--- src/rtl/pipelined_mac_param.sv ---
// Purpose    : parametrised pipelined multiply-accumulate (DSP-template target, MULT + ALU accumulate path).
// Latency    : PIPELINE_DEPTH ce-cycles from accepted input to out/out_valid.
// Backpressure: none; ce=0 stalls every register (global clock enable), one input per ce-cycle otherwise.
//
// Ports:
//   clk, rst_n        rising-edge clock, synchronous active-low reset (overrides ce)
//   ce                clock enable; 0 freezes all state including out/out_valid
//   in_valid, a, b    operands, accepted when ce=1 and in_valid=1
//   acc_en            1 = acc += a*b, 0 = acc = a*b (travels with its operands)
//   out, out_valid    accumulator low bits (or clamped value) and final-stage valid
//   sat               (only with PIPELINED_MAC_SATURATE_EN) out is currently clamped
//
// Optional feature macro: PIPELINED_MAC_SATURATE_EN -- clamp out to the OUT_WIDTH range
// instead of wrapping; the accumulator itself always wraps. Requires ACC_WIDTH > OUT_WIDTH >= 2.
module pipelined_mac_param #(
    parameter int A_WIDTH        = 8,
    parameter int B_WIDTH        = 8,
    parameter int OUT_WIDTH      = 8,
    parameter int ACC_WIDTH      = 24,
    parameter int PIPELINE_DEPTH = 2,
    parameter bit SIGNED         = 1'b1
) (
    input  logic                 clk,
    input  logic                 rst_n,
    input  logic                 ce,
    input  logic                 in_valid,
    input  logic [A_WIDTH-1:0]   a,
    input  logic [B_WIDTH-1:0]   b,
    input  logic                 acc_en,
    output logic [OUT_WIDTH-1:0] out,
    output logic                 out_valid
`ifdef PIPELINED_MAC_SATURATE_EN
    ,
    output logic                 sat
`endif
);

    localparam int PW = A_WIDTH + B_WIDTH;

    // Full-width product extended to the accumulator width; nothing is truncated.
    logic [PW-1:0]        prod_full;
    logic [ACC_WIDTH-1:0] prod_c;

    generate
        if (SIGNED) begin : g_signed
            logic signed [PW-1:0] prod_s;
            // Sizing the signed operands to PW first sign-extends them, so the
            // low PW bits of the product are the exact two's-complement result.
            assign prod_s    = PW'($signed(a)) * PW'($signed(b));
            assign prod_full = prod_s;
            assign prod_c    = ACC_WIDTH'(prod_s);
        end else begin : g_unsigned
            assign prod_full = PW'(a) * PW'(b);
            assign prod_c    = ACC_WIDTH'(prod_full);
        end
    endgenerate

    // Signals entering the final (accumulate) stage.
    logic [ACC_WIDTH-1:0] fin_prod;
    logic                 fin_vld;
    logic                 fin_acc_en;

    generate
        if (PIPELINE_DEPTH == 1) begin : g_nopipe
            // Single-stage build: multiply and accumulate share the one register stage.
            assign fin_prod   = prod_c;
            assign fin_vld    = in_valid;
            assign fin_acc_en = acc_en;
        end else begin : g_pipe
            // Stages 1..PIPELINE_DEPTH-1 carry the registered product; the
            // accumulator register is the last stage.
            logic [ACC_WIDTH-1:0]    prod_q   [1:PIPELINE_DEPTH-1];
            logic [PIPELINE_DEPTH-1:1] vld_q;
            logic [PIPELINE_DEPTH-1:1] acc_en_q;

            always_ff @(posedge clk) begin
                if (!rst_n) begin
                    for (int i = 1; i < PIPELINE_DEPTH; i++) begin
                        prod_q[i] <= '0;
                    end
                    vld_q    <= '0;
                    acc_en_q <= '0;
                end else if (ce) begin
                    prod_q[1]   <= prod_c;
                    vld_q[1]    <= in_valid;
                    acc_en_q[1] <= acc_en;
                    for (int i = 2; i < PIPELINE_DEPTH; i++) begin
                        prod_q[i]   <= prod_q[i-1];
                        vld_q[i]    <= vld_q[i-1];
                        acc_en_q[i] <= acc_en_q[i-1];
                    end
                end
            end

            assign fin_prod   = prod_q[PIPELINE_DEPTH-1];
            assign fin_vld    = vld_q[PIPELINE_DEPTH-1];
            assign fin_acc_en = acc_en_q[PIPELINE_DEPTH-1];
        end
    endgenerate

    // Accumulator stage; a bubble leaves acc untouched so out holds its value.
    logic [ACC_WIDTH-1:0] acc;

    always_ff @(posedge clk) begin
        if (!rst_n) begin
            acc       <= '0;
            out_valid <= 1'b0;
        end else if (ce) begin
            out_valid <= fin_vld;
            if (fin_vld) begin
                acc <= fin_acc_en ? (acc + fin_prod) : fin_prod;
            end
        end
    end

`ifdef PIPELINED_MAC_SATURATE_EN
    // Clamp is purely combinational on acc, so out and sat change on the same
    // edge as acc and hold through stalls and bubbles.
    always_comb begin
        out = acc[OUT_WIDTH-1:0];
        sat = 1'b0;
        if (SIGNED) begin
            // In range only if every bit from the OUT_WIDTH sign bit upward agrees.
            if (!(&acc[ACC_WIDTH-1:OUT_WIDTH-1]) && (|acc[ACC_WIDTH-1:OUT_WIDTH-1])) begin
                sat = 1'b1;
                out = acc[ACC_WIDTH-1] ? {1'b1, {(OUT_WIDTH-1){1'b0}}}
                                       : {1'b0, {(OUT_WIDTH-1){1'b1}}};
            end
        end else if (|acc[ACC_WIDTH-1:OUT_WIDTH]) begin
            sat = 1'b1;
            out = '1;
        end
    end
`else
    assign out = acc[OUT_WIDTH-1:0];
`endif

endmodule

--- config.mk ---
export PLATFORM = sky130hd
export DESIGN_NAME = pipelined_mac_param
export DESIGN_NICKNAME = d
export VERILOG_FILES = /design/src/rtl/pipelined_mac_param.sv
export SDC_FILE = /design/constraint.sdc
export NUM_CORES = 1
export LEC_CHECK = 0
export BUFFER_PORTS_ARGS = -buffer_cell sky130_fd_sc_hd__clkbuf_2
export CAP_MARGIN = 20
export CORE_ASPECT_RATIO = 1.5
export CORE_UTILIZATION = 44
export CTS_CLUSTER_SIZE = 16
export DETAILED_ROUTE_END_ITERATION = 10
export HOLD_SLACK_MARGIN = 0.05
export PLACE_DENSITY_LB_ADDON = 0.2
export SLEW_MARGIN = 20
export SYNTH_ARGS = -nofsm -noshare
export SYNTH_HDL_FRONTEND = slang
export SYNTH_SLANG_ARGS = --single-unit
export TNS_END_PERCENT = 50
--- constraint.sdc ---
create_clock -name clk -period 12.24 [get_ports clk]
set_input_delay 2.448 -clock clk [delete_from_list [all_inputs] [get_ports clk]]
set_output_delay 2.448 -clock clk [all_outputs]
set_load 0.01 [all_outputs]
==> key figures, run 1 <==
Status
  – Outcome: completed

CTS
  – Number of cells upsized or downsized after cts: 0
  – Clock Sinks: 19
  – Worst skew pair latency: about 0.25 ns
  – CTS Buf Count: 3
  – # Post-CTS Setup Buffers: 0
  – Htree depth: 1
  – CTS tree: yes
  – Max clock buf depth: 2
  – Clock-pin slew on the worst setup and hold paths: ~0.07 ns
  – Clk root buf: clkbuf_8
  – Hold buffers post-CTS: 0

GRT
  – Initial antenna violation count: 0
  – First-pass GRT wire length: approximately 6600 µm
  – All-layer global routing usage: 0.178
  – GR Overflow Total: 0
  – Vias in the first global route: 1467
  – Largest net degree at the start of global routing: 20

Logic synthesis
  – Post-Syn Nets: 272
  – Ys async rst share: 0
  – Ys flop type: dfxtp_1
  – Yosys cell types: 35
  – EDFF count, synth: 8
  – Top cells by area, synth: ha_1, fa_1, edfxtp_1, dfxtp_1, xnor2_1
  – Cell taking the most area after synthesis: ha_1
  – Most instantiated library cell after synthesis: ha_1
  – Synth warn: 0
  – Most instantiated cells after synthesis: ha_1, inv_1, and2_1
  – Register area share after synthesis: 0.234
  – Synthesized flop and latch total: 19
  – Avg Cell Area, Syn: around 9 µm²
  – Synthesized area: between 1500 and 2000 µm²
  – Post-Synthesis Cells: around 210
  – Synth top area share: 0.165

Drt
  – Post-Route WL: 3830 µm
  – Vias: 1467
  – Routed vias/inst: just over 5
  – Detailed Route Iter0 Violations: 51
  – TritonRoute pass-1 iters: 6
  – DRC viols: 0
  – Routed Antenna Nets: 0
  – WL/cell: between 10 and 15 µm

Setup path
  – Max FO, Critical Path: 8
  – Reg2reg end: acc[6]
  – Max stage delay on crit path: 0.55 ns
  – Slowest-stage cell, CP: fa_1
  – RR Startpoint: acc[0]
  – FF-to-FF setup slack: 10.29 ns
  – Setup crit start kind: primary input
  – WP data arrival: 5.60 ns
  – Crit path cell chain: clkbuf_2 -> nand2_1 -> fa_1 -> fa_1 -> inv_1 -> ha_1 -> inv_1 -> fa_1 -> inv_1 -> ha_1 -> a21o_1 -> a21oi_1 -> xnor2_1 -> xnor2_1 -> nor2_1
  – Worst Reg-to-Reg Cells: 9
  – CP endpoint kind: flip-flop
  – Critical path required time: 12.25 ns
  – Crit Path Category: in2reg

Layout
  – Finished Layout Cells: 286
  – Fill cell count: 414
  – Post-layout net count: 301
  – Ant. Diodes: 0
  – Layout cells sized above 1: 0.154
  – Area grow syn2layout: 11.3%

Min path
  – Worst hold path class: reg2reg
  – Min-delay src: out_valid
  – Hold path endpoint: out_valid
  – Hold path cells: 2

Place
  – DP HPWL: between 3000 and 4000 µm
  – Place WS: approximately 6.3 ns
  – Routability Congestion: approximately 0.82
  – Placed cell count: approximately 280
  – Port Buf Inserts: 29

STA
  – Period Utilization, post-route: 0.457
  – Setup TNS: 0 ns
  – RSZ-0062 raised after global routing: false
  – Max-slew violation count: 0
  – Slew @ Worst Pin: 0.625 ns
  – Final Critical Period: 5.59 ns
  – Fin worst setup slack: 6.65 ns
  – Fmax: 179 MHz
  – Final Hold Viols: 0
  – Relative slew slack: 0.583
  – Setup violators final: 0
  – Worst Skew: between 0.0015 and 0.002 ns

Job
  – Max-capacitance violation count: 0

Die
  – Rows: 29
  – IO Pins: 30
  – Starting Density: 0.463
  – Horiz. Die Dim: 56.6 µm
  – Die ar.: 4740 µm²
  – Total core area: 4250 µm²
  – Die height: 83.9 µm

Pwr
  – P per Cell Area: 101 nW/µm²
  – LEAKAGE: 1.04 nW
  – VDD IR max: 0.0757 mV
-- how the worst max path moves through the flow --
stage,startpoint,end,cells past startpoint
final,a[0],g_pipe.prod_q[1][7],15
after global routing,a[0],g_pipe.prod_q[1][7],15
after CTS,a[1],g_pipe.prod_q[1][7],12
after detailed placement,a[1],g_pipe.prod_q[1][7],12
after global placement,a[0],g_pipe.prod_q[1][7],15
after floorplan,b[4],g_pipe.prod_q[1][7],14
-- worst max-delay path: cells and delay by family --
family                     cells  cell delay (ns)
and+or+nand+nor                2             0.14
AOI/OAI and AO/OA              2             0.35
xor gates and xnor gates       2             0.28
adders and majority gates      5             2.07
buffers and inverters          4             0.31
-- kinds of logic after synthesis --
group / count (synthesis) / synth area share
AOI/OAI and AO/OA: 23 / 0.0726
xor gates and xnor gates: 21 / 0.0936
adders and majority gates: 39 / 0.298
buffers and inverters: 29 / 0.0586
DFF: 19 / 0.234
muxes: 8 / 0.0414
and+or+nand+nor: 73 / 0.202
-- per-layer routing --
metal / wire length, µm / GRT usage / vias up
li1: - / - / 760
met1: 1420 / 0.184 / 679
met2: 2260 / 0.355 / 24
met3: 74 / 0.00620 / 4
met4: 81 / 0.0776 / 0
met5: 0 / 0 / -
-- placed cells by master, fill, tap and decap left out, types with 2 or more instances in the layout --
cell type	instances
clkbuf_2	29
ha_1	26
inv_1	23
and2_1	22
xnor2_1	18
nand2_1	16
nor2_1	13
fa_1	13
dfxtp_1	11
edfxtp_1	8
mux2i_1	7
a21oi_1	7
a211oi_1	5
and3_1	5
nand3_1	3
a21o_1	3
nand4b_1	3
o21ai_0	3
xor2_1	3
clkbuf_8	3
or3_1	2
nor2b_1	2
o21ai_1	2
nand2_2	2
-- cell type report --
cell class,instances,area (µm²),share of cell area
multi-input cells,164,1390,0.635
flip-flops and latches,19,460,0.210
repair buffers,29,145,0.0663
inverters,24,90.1,0.0412
well taps,46,57.6,0.0263
clock buffers,4,45.0,0.0206
-- report_power, final --
part	internal, mW	switching [mW]	total [mW]
clock network	0.0231	0.0210	0.0441
logic	0.0468	0.0502	0.0970
registers	0.0739	0.00535	0.0792
-- metrics by stage --
stage / area, µm² / total power, mW / hold slack, ns / utilization
after floorplan: 1970 / 0.155 / 0.452 / -
after detailed placement: 2140 / 0.180 / 0.482 / 0.505
final: 2190 / 0.220 / 0.499 / 0.515
after global placement: 2140 / 0.178 / 0.472 / 0.505
after global routing: 2190 / 0.240 / 0.528 / 0.515
after CTS: 2190 / 0.225 / 0.502 / 0.515
-- flip-flops by register name, summed over array words and instances (netlist names) --
signal / cells
acc: 8
fin_acc_en: 1
fin_vld: 1
g_pipe.prod_q: 8
out_valid: 1
(Power assumes the default switching activity.)
==> inputs of run 2 (changes only) <==
Clock period 12.24 ns to 4.6 ns, I/O delays scaled along.
==> run 2 against run 1 <==
Effect of this change:
- total power rose to 2.6 times the previous value
- setup slack got worse by 6.1 ns
- critical endpoint unchanged
- routed wire length fell by 1.1%
- count of clock-buffer cells in the layout did not move
- combinational power rose to 2.7 times the previous value
- critical path type unchanged
==> key figures, run 2 (synthesis results as in run 1) <==
Status
  – Outcome: completed (unchanged)

Die
  – Starting Density: 0.463 (unchanged)
  – Rows: 29 (unchanged)
  – Die height: 83.9 µm (unchanged)
  – Total core area: 4250 µm² (unchanged)
  – Die ar.: 4740 µm² (unchanged)
  – Horiz. Die Dim: 56.6 µm (unchanged)
  – IO Pins: 30 (unchanged)

CTS
  – Worst skew pair latency: 0.25 ns (about the same)
  – CTS tree: yes (unchanged)
  – Htree depth: 1 (unchanged)
  – Number of cells upsized or downsized after cts: 0 (unchanged)
  – # Post-CTS Setup Buffers: 0 (unchanged)
  – CTS Buf Count: 3 (unchanged)
  – Clock-pin slew on the worst setup and hold paths: 0.07 ns (about the same)
  – Clk root buf: clkbuf_8 (unchanged)
  – Hold buffers post-CTS: 0 (unchanged)
  – Max clock buf depth: 2 (unchanged)
  – Clock Sinks: 19 (unchanged)

Layout
  – Area grow syn2layout: 11.3% (unchanged)
  – Largest regs: acc: 8 flops, g_pipe.prod_q: 8 flops (unchanged)
  – Most frequent cells in the layout: clkbuf_2, ha_1, inv_1, and2_1, xnor2_1 (unchanged)
  – Fill cell count: 414 (unchanged)
  – Most common cell after layout, fill and taps aside: clkbuf_2 (unchanged)
  – Ant. Diodes: 0 (unchanged)
  – Post-layout net count: 301 (unchanged)
  – Finished Layout Cells: 286 (unchanged)
  – Layout cells sized above 1: 0.154 (unchanged)

Drt
  – Post-Route WL: 3790 µm (was 3830 µm)
  – Routed Antenna Nets: 0 (unchanged)
  – Detailed Route Iter0 Violations: 39 (was 51)
  – Vias: 1478 (was 1467)
  – WL/cell: 13.3 µm (was 13.4 µm)
  – DRC viols: 0 (unchanged)
  – TritonRoute pass-1 iters: 4 (was 6)
  – Routed vias/inst: 5.17 (was 5.13)

Pwr
  – P per Cell Area: 267 nW/µm² (was 101 nW/µm²)
  – VDD IR max: 0.184 mV (was 0.0757 mV)
  – LEAKAGE: 1.04 nW (unchanged)

STA
  – Slew @ Worst Pin: 0.650 ns (was 0.625 ns)
  – Setup violators final: 0 (unchanged)
  – RSZ-0062 raised after global routing: false (unchanged)
  – Final Critical Period: 4.07 ns
  – Setup TNS: 0 ns (unchanged)
  – Fmax: about 250 MHz
  – Max-slew violation count: 0 (unchanged)
  – Period Utilization, post-route: 0.884
  – Final Hold Viols: 0 (unchanged)
  – Relative slew slack: 0.567 (was 0.583)
  – Worst Skew: 0.00209 ns (was 0.00192 ns)

Place
  – DP HPWL: 3280 µm (was 3340 µm)
  – Port Buf Inserts: 29 (unchanged)
  – Routability Congestion: 0.817 (about the same)
  – Placed cell count: 282 (unchanged)

Setup path
  – Crit path from: a[0] (unchanged)
  – Setup crit start kind: primary input (unchanged)
  – CP endpoint kind: flip-flop (unchanged)
  – Max FO, Critical Path: 8 (unchanged)
  – Worst Reg-to-Reg Cells: 9 (unchanged)
  – FF-to-FF setup slack: 2.69 ns (was 10.29 ns)
  – RR Startpoint: acc[0] (unchanged)
  – WP data arrival: 4.08 ns (was 5.60 ns)
  – Reg2reg end: acc[6] (unchanged)
  – Crit Path Category: in2reg (unchanged)
  – Critical path required time: 4.61 ns (was 12.25 ns)

GRT
  – Vias in the first global route: 1461 (was 1467)
  – Largest net degree at the start of global routing: 20 (unchanged)
  – Initial antenna violation count: 0 (unchanged)
  – First-pass GRT wire length: 6400 µm (was 6580 µm)
  – GR Overflow Total: 0 (unchanged)
  – All-layer global routing usage: 0.174 (was 0.178)

Min path
  – Worst hold path class: reg2reg (unchanged)
  – Hold path endpoint: fin_vld (was out_valid)
  – Hold path cells: 2 (unchanged)
  – Min-delay src: fin_vld (was out_valid)

Job
  – Max-capacitance violation count: 0 (unchanged)
[run 2: cell counts in the layout (fill, tap and decap cells not counted)]
Identical to the previous run, type by type.
[run 2: layer usage]
| layer | share of wire | track usage | wire length, µm | vias up |
|---|---|---|---|---|
| met4 | 0.021 | 0.0776 | 81 | 0 |
| met5 | 0 | 0 | 0 | - |
| met3 | 0.022 | 0.00775 | 83 | 4 |
| li1 | - | - | - | 759 |
| met2 | 0.60 | 0.356 | 2270 | 26 |
| met1 | 0.36 | 0.168 | 1360 | 689 |
[run 2: worst max-delay path: stages]
cell	delay, ns
clkbuf_2	0.15
nand2_1	0.09
fa_1	0.45
fa_1	0.55
inv_1	0.04
ha_1	0.26
inv_1	0.05
fa_1	0.52
inv_1	0.07
ha_1	0.28
a21o_1	0.17
a21oi_1	0.18
xnor2_1	0.15
xnor2_1	0.13
nor2_1	0.05
[run 2: power by group]
part	internal [mW]	switching, mW
logic	0.124	0.134
registers	0.197	0.0144
clock network	0.0615	0.0536
[run 2: final cells by class]
class	count	area, µm²	share of cell area
sequential	19	460	0.210
timing repair buffer	29	145	0.0663
inverter	24	90.1	0.0412
tap	46	57.6	0.0263
clock buffer	4	45.0	0.0206
multi-input combinational	164	1390	0.635
[run 2: worst max path at each step]
stage	slack, ns	depth (start not counted)	endpoint
final	0.53	15	g_pipe.prod_q[1][7]
after global routing	0.37	15	g_pipe.prod_q[1][7]
after CTS	0.50	12	g_pipe.prod_q[1][7]
after detailed placement	0.22	12	g_pipe.prod_q[1][7]
after global placement	0.27	15	g_pipe.prod_q[1][7]
after floorplan	0.55	14	g_pipe.prod_q[1][7]
[run 2: metrics by stage]
step | util | instance area, µm² | hold WS [ns] | power [mW] | setup WS (ns)
floorplan | - | 1970 | 0.452 | 0.413 | 0.546
global placement | 0.505 | 2140 | 0.472 | 0.472 | 0.273
detailed placement | 0.505 | 2140 | 0.480 | 0.477 | 0.221
CTS | 0.515 | 2190 | 0.497 | 0.595 | 0.496
global route | 0.515 | 2190 | 0.527 | 0.633 | 0.369
finish | 0.515 | 2190 | 0.488 | 0.584 | 0.534
==> inputs of run 3 (changes only) <==
Settings changed: REMOVE_ABC_BUFFERS set to 1.
==> run 3 against run 2 <==
Effect of this change:
- sequential power hardly changed
- total power is 0.52% lower
- sequential share of layout area is 0.072 points lower
- fmax is 1.0% higher
- setup slack better by 0.041 ns
- critical path depth is 3 lower
- count of clock-buffer cells in the layout stayed put
- flip-flop and latch count stayed put
- critical path type unchanged
==> key figures, run 3 (synthesis results as in run 1) <==
STA
  – Setup violators final: 0 (unchanged)
  – Final Hold Viols: 0 (unchanged)
  – Fmax: 248 MHz (was 246 MHz)
  – Slew @ Worst Pin: 0.622 ns (was 0.650 ns)
  – Max-slew violation count: 0 (unchanged)
  – Relative slew slack: 0.585 (was 0.567)
  – Worst Skew: 0.00144 ns (was 0.00209 ns)
  – Period Utilization, post-route: 0.875 (was 0.884)
  – RSZ-0062 raised after global routing: false (unchanged)
  – Final Critical Period: 4.02 ns (was 4.07 ns)
  – Hold_ws: 0.494 ns (was 0.488 ns)
  – Setup TNS: 0 ns (unchanged)

Layout
  – Fill cell count: 410 (was 414)
  – Area grow syn2layout: 11.7% (was 11.3%)
  – Finished Layout Cells: 287 (was 286)
  – Post-layout net count: 302 (was 301)
  – Largest regs: acc: 8 flops, g_pipe.prod_q: 8 flops (unchanged)
  – Reg area: 460 µm² (unchanged)
  – Fin area: 2200 µm² (was 2190 µm²)
  – Layout cells sized above 1: 0.158 (was 0.154)
  – Most frequent cells in the layout: clkbuf_2, ha_1, inv_1, and2_1, xnor2_1 (unchanged)
  – Area occupied by multi-input gates: 1390 µm² (unchanged)
  – Most common cell after layout, fill and taps aside: clkbuf_2 (unchanged)
  – Ant. Diodes: 0 (unchanged)

Setup path
  – Crit path cell chain: clkbuf_2 -> nand2_1 -> fa_1 -> fa_1 -> fa_1 -> fa_1 -> inv_1 -> ha_1 -> a21oi_1 -> xnor2_1 -> xnor2_1 -> nor2_1 (was clkbuf_2 -> nand2_1 -> fa_1 -> fa_1 -> inv_1 -> ha_1 -> inv_1 -> fa_1 -> inv_1 -> ha_1 -> a21o_1 -> a21oi_1 -> xnor2_1 -> xnor2_1 -> nor2_1)
  – Crit path from: a[1] (was a[0])
  – Family with the most delay on the worst path: adder cells (unchanged)
  – Worst Reg-to-Reg Cells: 9 (unchanged)
  – Reg2reg end: acc[6] (unchanged)
  – Slowest-stage cell, CP: fa_1 (unchanged)
  – CP bufs+invs: 2 (was 4)
  – CP endpoint kind: flip-flop (unchanged)
  – Max FO, Critical Path: 7 (was 8)
  – RR Startpoint: acc[0] (unchanged)
  – Critical path required time: 4.61 ns (about the same)
  – Crit path capture: g_pipe.prod_q[1][7] (unchanged)
  – Cell seen most often among critical-path stages: fa_1
  – Cell depth of the worst setup path: 12 (was 15)
  – Setup crit start kind: primary input (unchanged)
  – Crit Path Category: in2reg (unchanged)
  – WP data arrival: 4.04 ns (was 4.08 ns)
  – Max stage delay on crit path: 0.57 ns (was 0.55 ns)
  – FF-to-FF setup slack: 2.61 ns (was 2.69 ns)

Drt
  – Highest routed layer: met4 (unchanged)
  – DRC viols: 0 (unchanged)
  – Detailed Route Iter0 Violations: 20 (was 39)
  – Met1 WL: 1390 µm (was 1360 µm)
  – TritonRoute pass-1 iters: 4 (unchanged)
  – Vias: 1505 (was 1478)
  – Met2 routed WL: 2120 µm (was 2270 µm)
  – Routed Antenna Nets: 0 (unchanged)
  – Post-Route WL: 3670 µm (was 3790 µm)
  – Routed vias/inst: 5.24 (was 5.17)
  – DR WL met3: 102 µm (was 83 µm)
  – WL/cell: 12.8 µm (was 13.3 µm)

Pwr
  – Sequential share of power: 0.364 (was 0.362)
  – VDD IR max: 0.160 mV (was 0.184 mV)
  – Clock power share: 0.202 (was 0.197)
  – P per Cell Area: 264 nW/µm² (was 267 nW/µm²)
  – Sw Share: 0.341 (was 0.346)
  – Int Power: 382 µW (about the same)
  – Switching power: 198 µW (was 202 µW)
  – LEAKAGE: 1.04 nW (about the same)
  – Comb power frac: 0.435 (was 0.441)

CTS
  – Number of cells upsized or downsized after cts: 0 (unchanged)
  – Worst skew pair latency: 0.25 ns (about the same)
  – Clock-pin slew on the worst setup and hold paths: 0.07 ns (about the same)
  – # Post-CTS Setup Buffers: 0 (unchanged)
  – CTS tree: yes (unchanged)
  – Htree depth: 1 (unchanged)
  – Clock Sinks: 19 (unchanged)
  – Max clock buf depth: 2 (unchanged)
  – CTS Buf Count: 3 (unchanged)
  – Hold buffers post-CTS: 0 (unchanged)
  – Clk root buf: clkbuf_8 (unchanged)

Min path
  – Worst hold path class: reg2reg (unchanged)
  – Hold path cells: 2 (unchanged)

Die
  – Die ar.: 4740 µm² (unchanged)
  – Rows: 29 (unchanged)
  – Starting Density: 0.463 (unchanged)
  – IO Pins: 30 (unchanged)
  – Total core area: 4250 µm² (unchanged)
  – Horiz. Die Dim: 56.6 µm (unchanged)
  – Die height: 83.9 µm (unchanged)

GRT
  – Initial antenna violation count: 0 (unchanged)
  – GR Overflow Total: 0 (unchanged)
  – All-layer global routing usage: 0.172 (was 0.174)
  – First-pass GRT wire length: 6420 µm (was 6400 µm)
  – Largest net degree at the start of global routing: 20 (unchanged)
  – Vias in the first global route: 1528 (was 1461)

Place
  – DP HPWL: 3140 µm (was 3280 µm)
  – Port Buf Inserts: 29 (unchanged)
  – Routability Congestion: 0.777 (was 0.817)
  – Placed cell count: 283 (was 282)
  – Post-DP Area: 2150 µm² (was 2140 µm²)

Job
  – Max-capacitance violation count: 0 (unchanged)

Status
  – Outcome: completed (unchanged)
[run 3: cell types whose count changed in the layout (fill, tap and decap cells not counted), sizes merged]
| cell | previous run | this run |
|---|---|---|
| buf | 0 | 1 |
[run 3: layout make-up]
class	instances	area share
Tap cell	46	0.0262
Sequential cell	19	0.210
Timing Repair Buffer	30	0.0695
Multi-Input combinational cell	164	0.633
Inverter	24	0.0410
Clock buffer	4	0.0205
[run 3: worst register-to-register path, cell delays in order, from the launching register on]
cell and delay (ns):
dfxtp_1 0.36, ha_1 0.18, inv_1 0.05, fa_1 0.41
nor2b_1 0.16, o21ai_1 0.10, a21oi_1 0.17, or3_1 0.12
nand3_1 0.07, a311oi_1 0.28
[run 3: power groups by stage]
stage | clock (mW) | combinational (mW) | sequential (mW)
after global routing | 0.126 | 0.294 | 0.214
final | 0.117 | 0.252 | 0.211
after global placement | 0 | 0.248 | 0.215
after detailed placement | 0 | 0.256 | 0.215
after CTS | 0.119 | 0.258 | 0.211
after floorplan | 0 | 0.197 | 0.213
[run 3: per-stage QoR]
step                setup WS, ns  utilization  total power [mW]
floorplan                  0.546            -             0.410
global placement           0.344        0.507             0.463
detailed placement         0.279        0.507             0.471
CTS                        0.554        0.517             0.588
global route               0.393        0.517             0.634
finish                     0.575        0.517             0.581
[run 3: worst min-delay path by stage]
stage	slack (ns)	endpoint	startpoint
final	0.49	out_valid	out_valid
after global routing	0.54	out_valid	out_valid
after CTS	0.50	out_valid	out_valid
after detailed placement	0.48	out_valid	out_valid
after global placement	0.47	fin_vld	fin_vld
after floorplan	0.45	fin_vld	fin_vld
[run 3: layer usage]
| metal | up-vias | GRT usage |
|---|---|---|
| met3 | 4 | 0.00620 |
| met4 | 0 | 0.0820 |
| met5 | - | 0 |
| met1 | 706 | 0.175 |
| li1 | 761 | - |
| met2 | 34 | 0.343 |
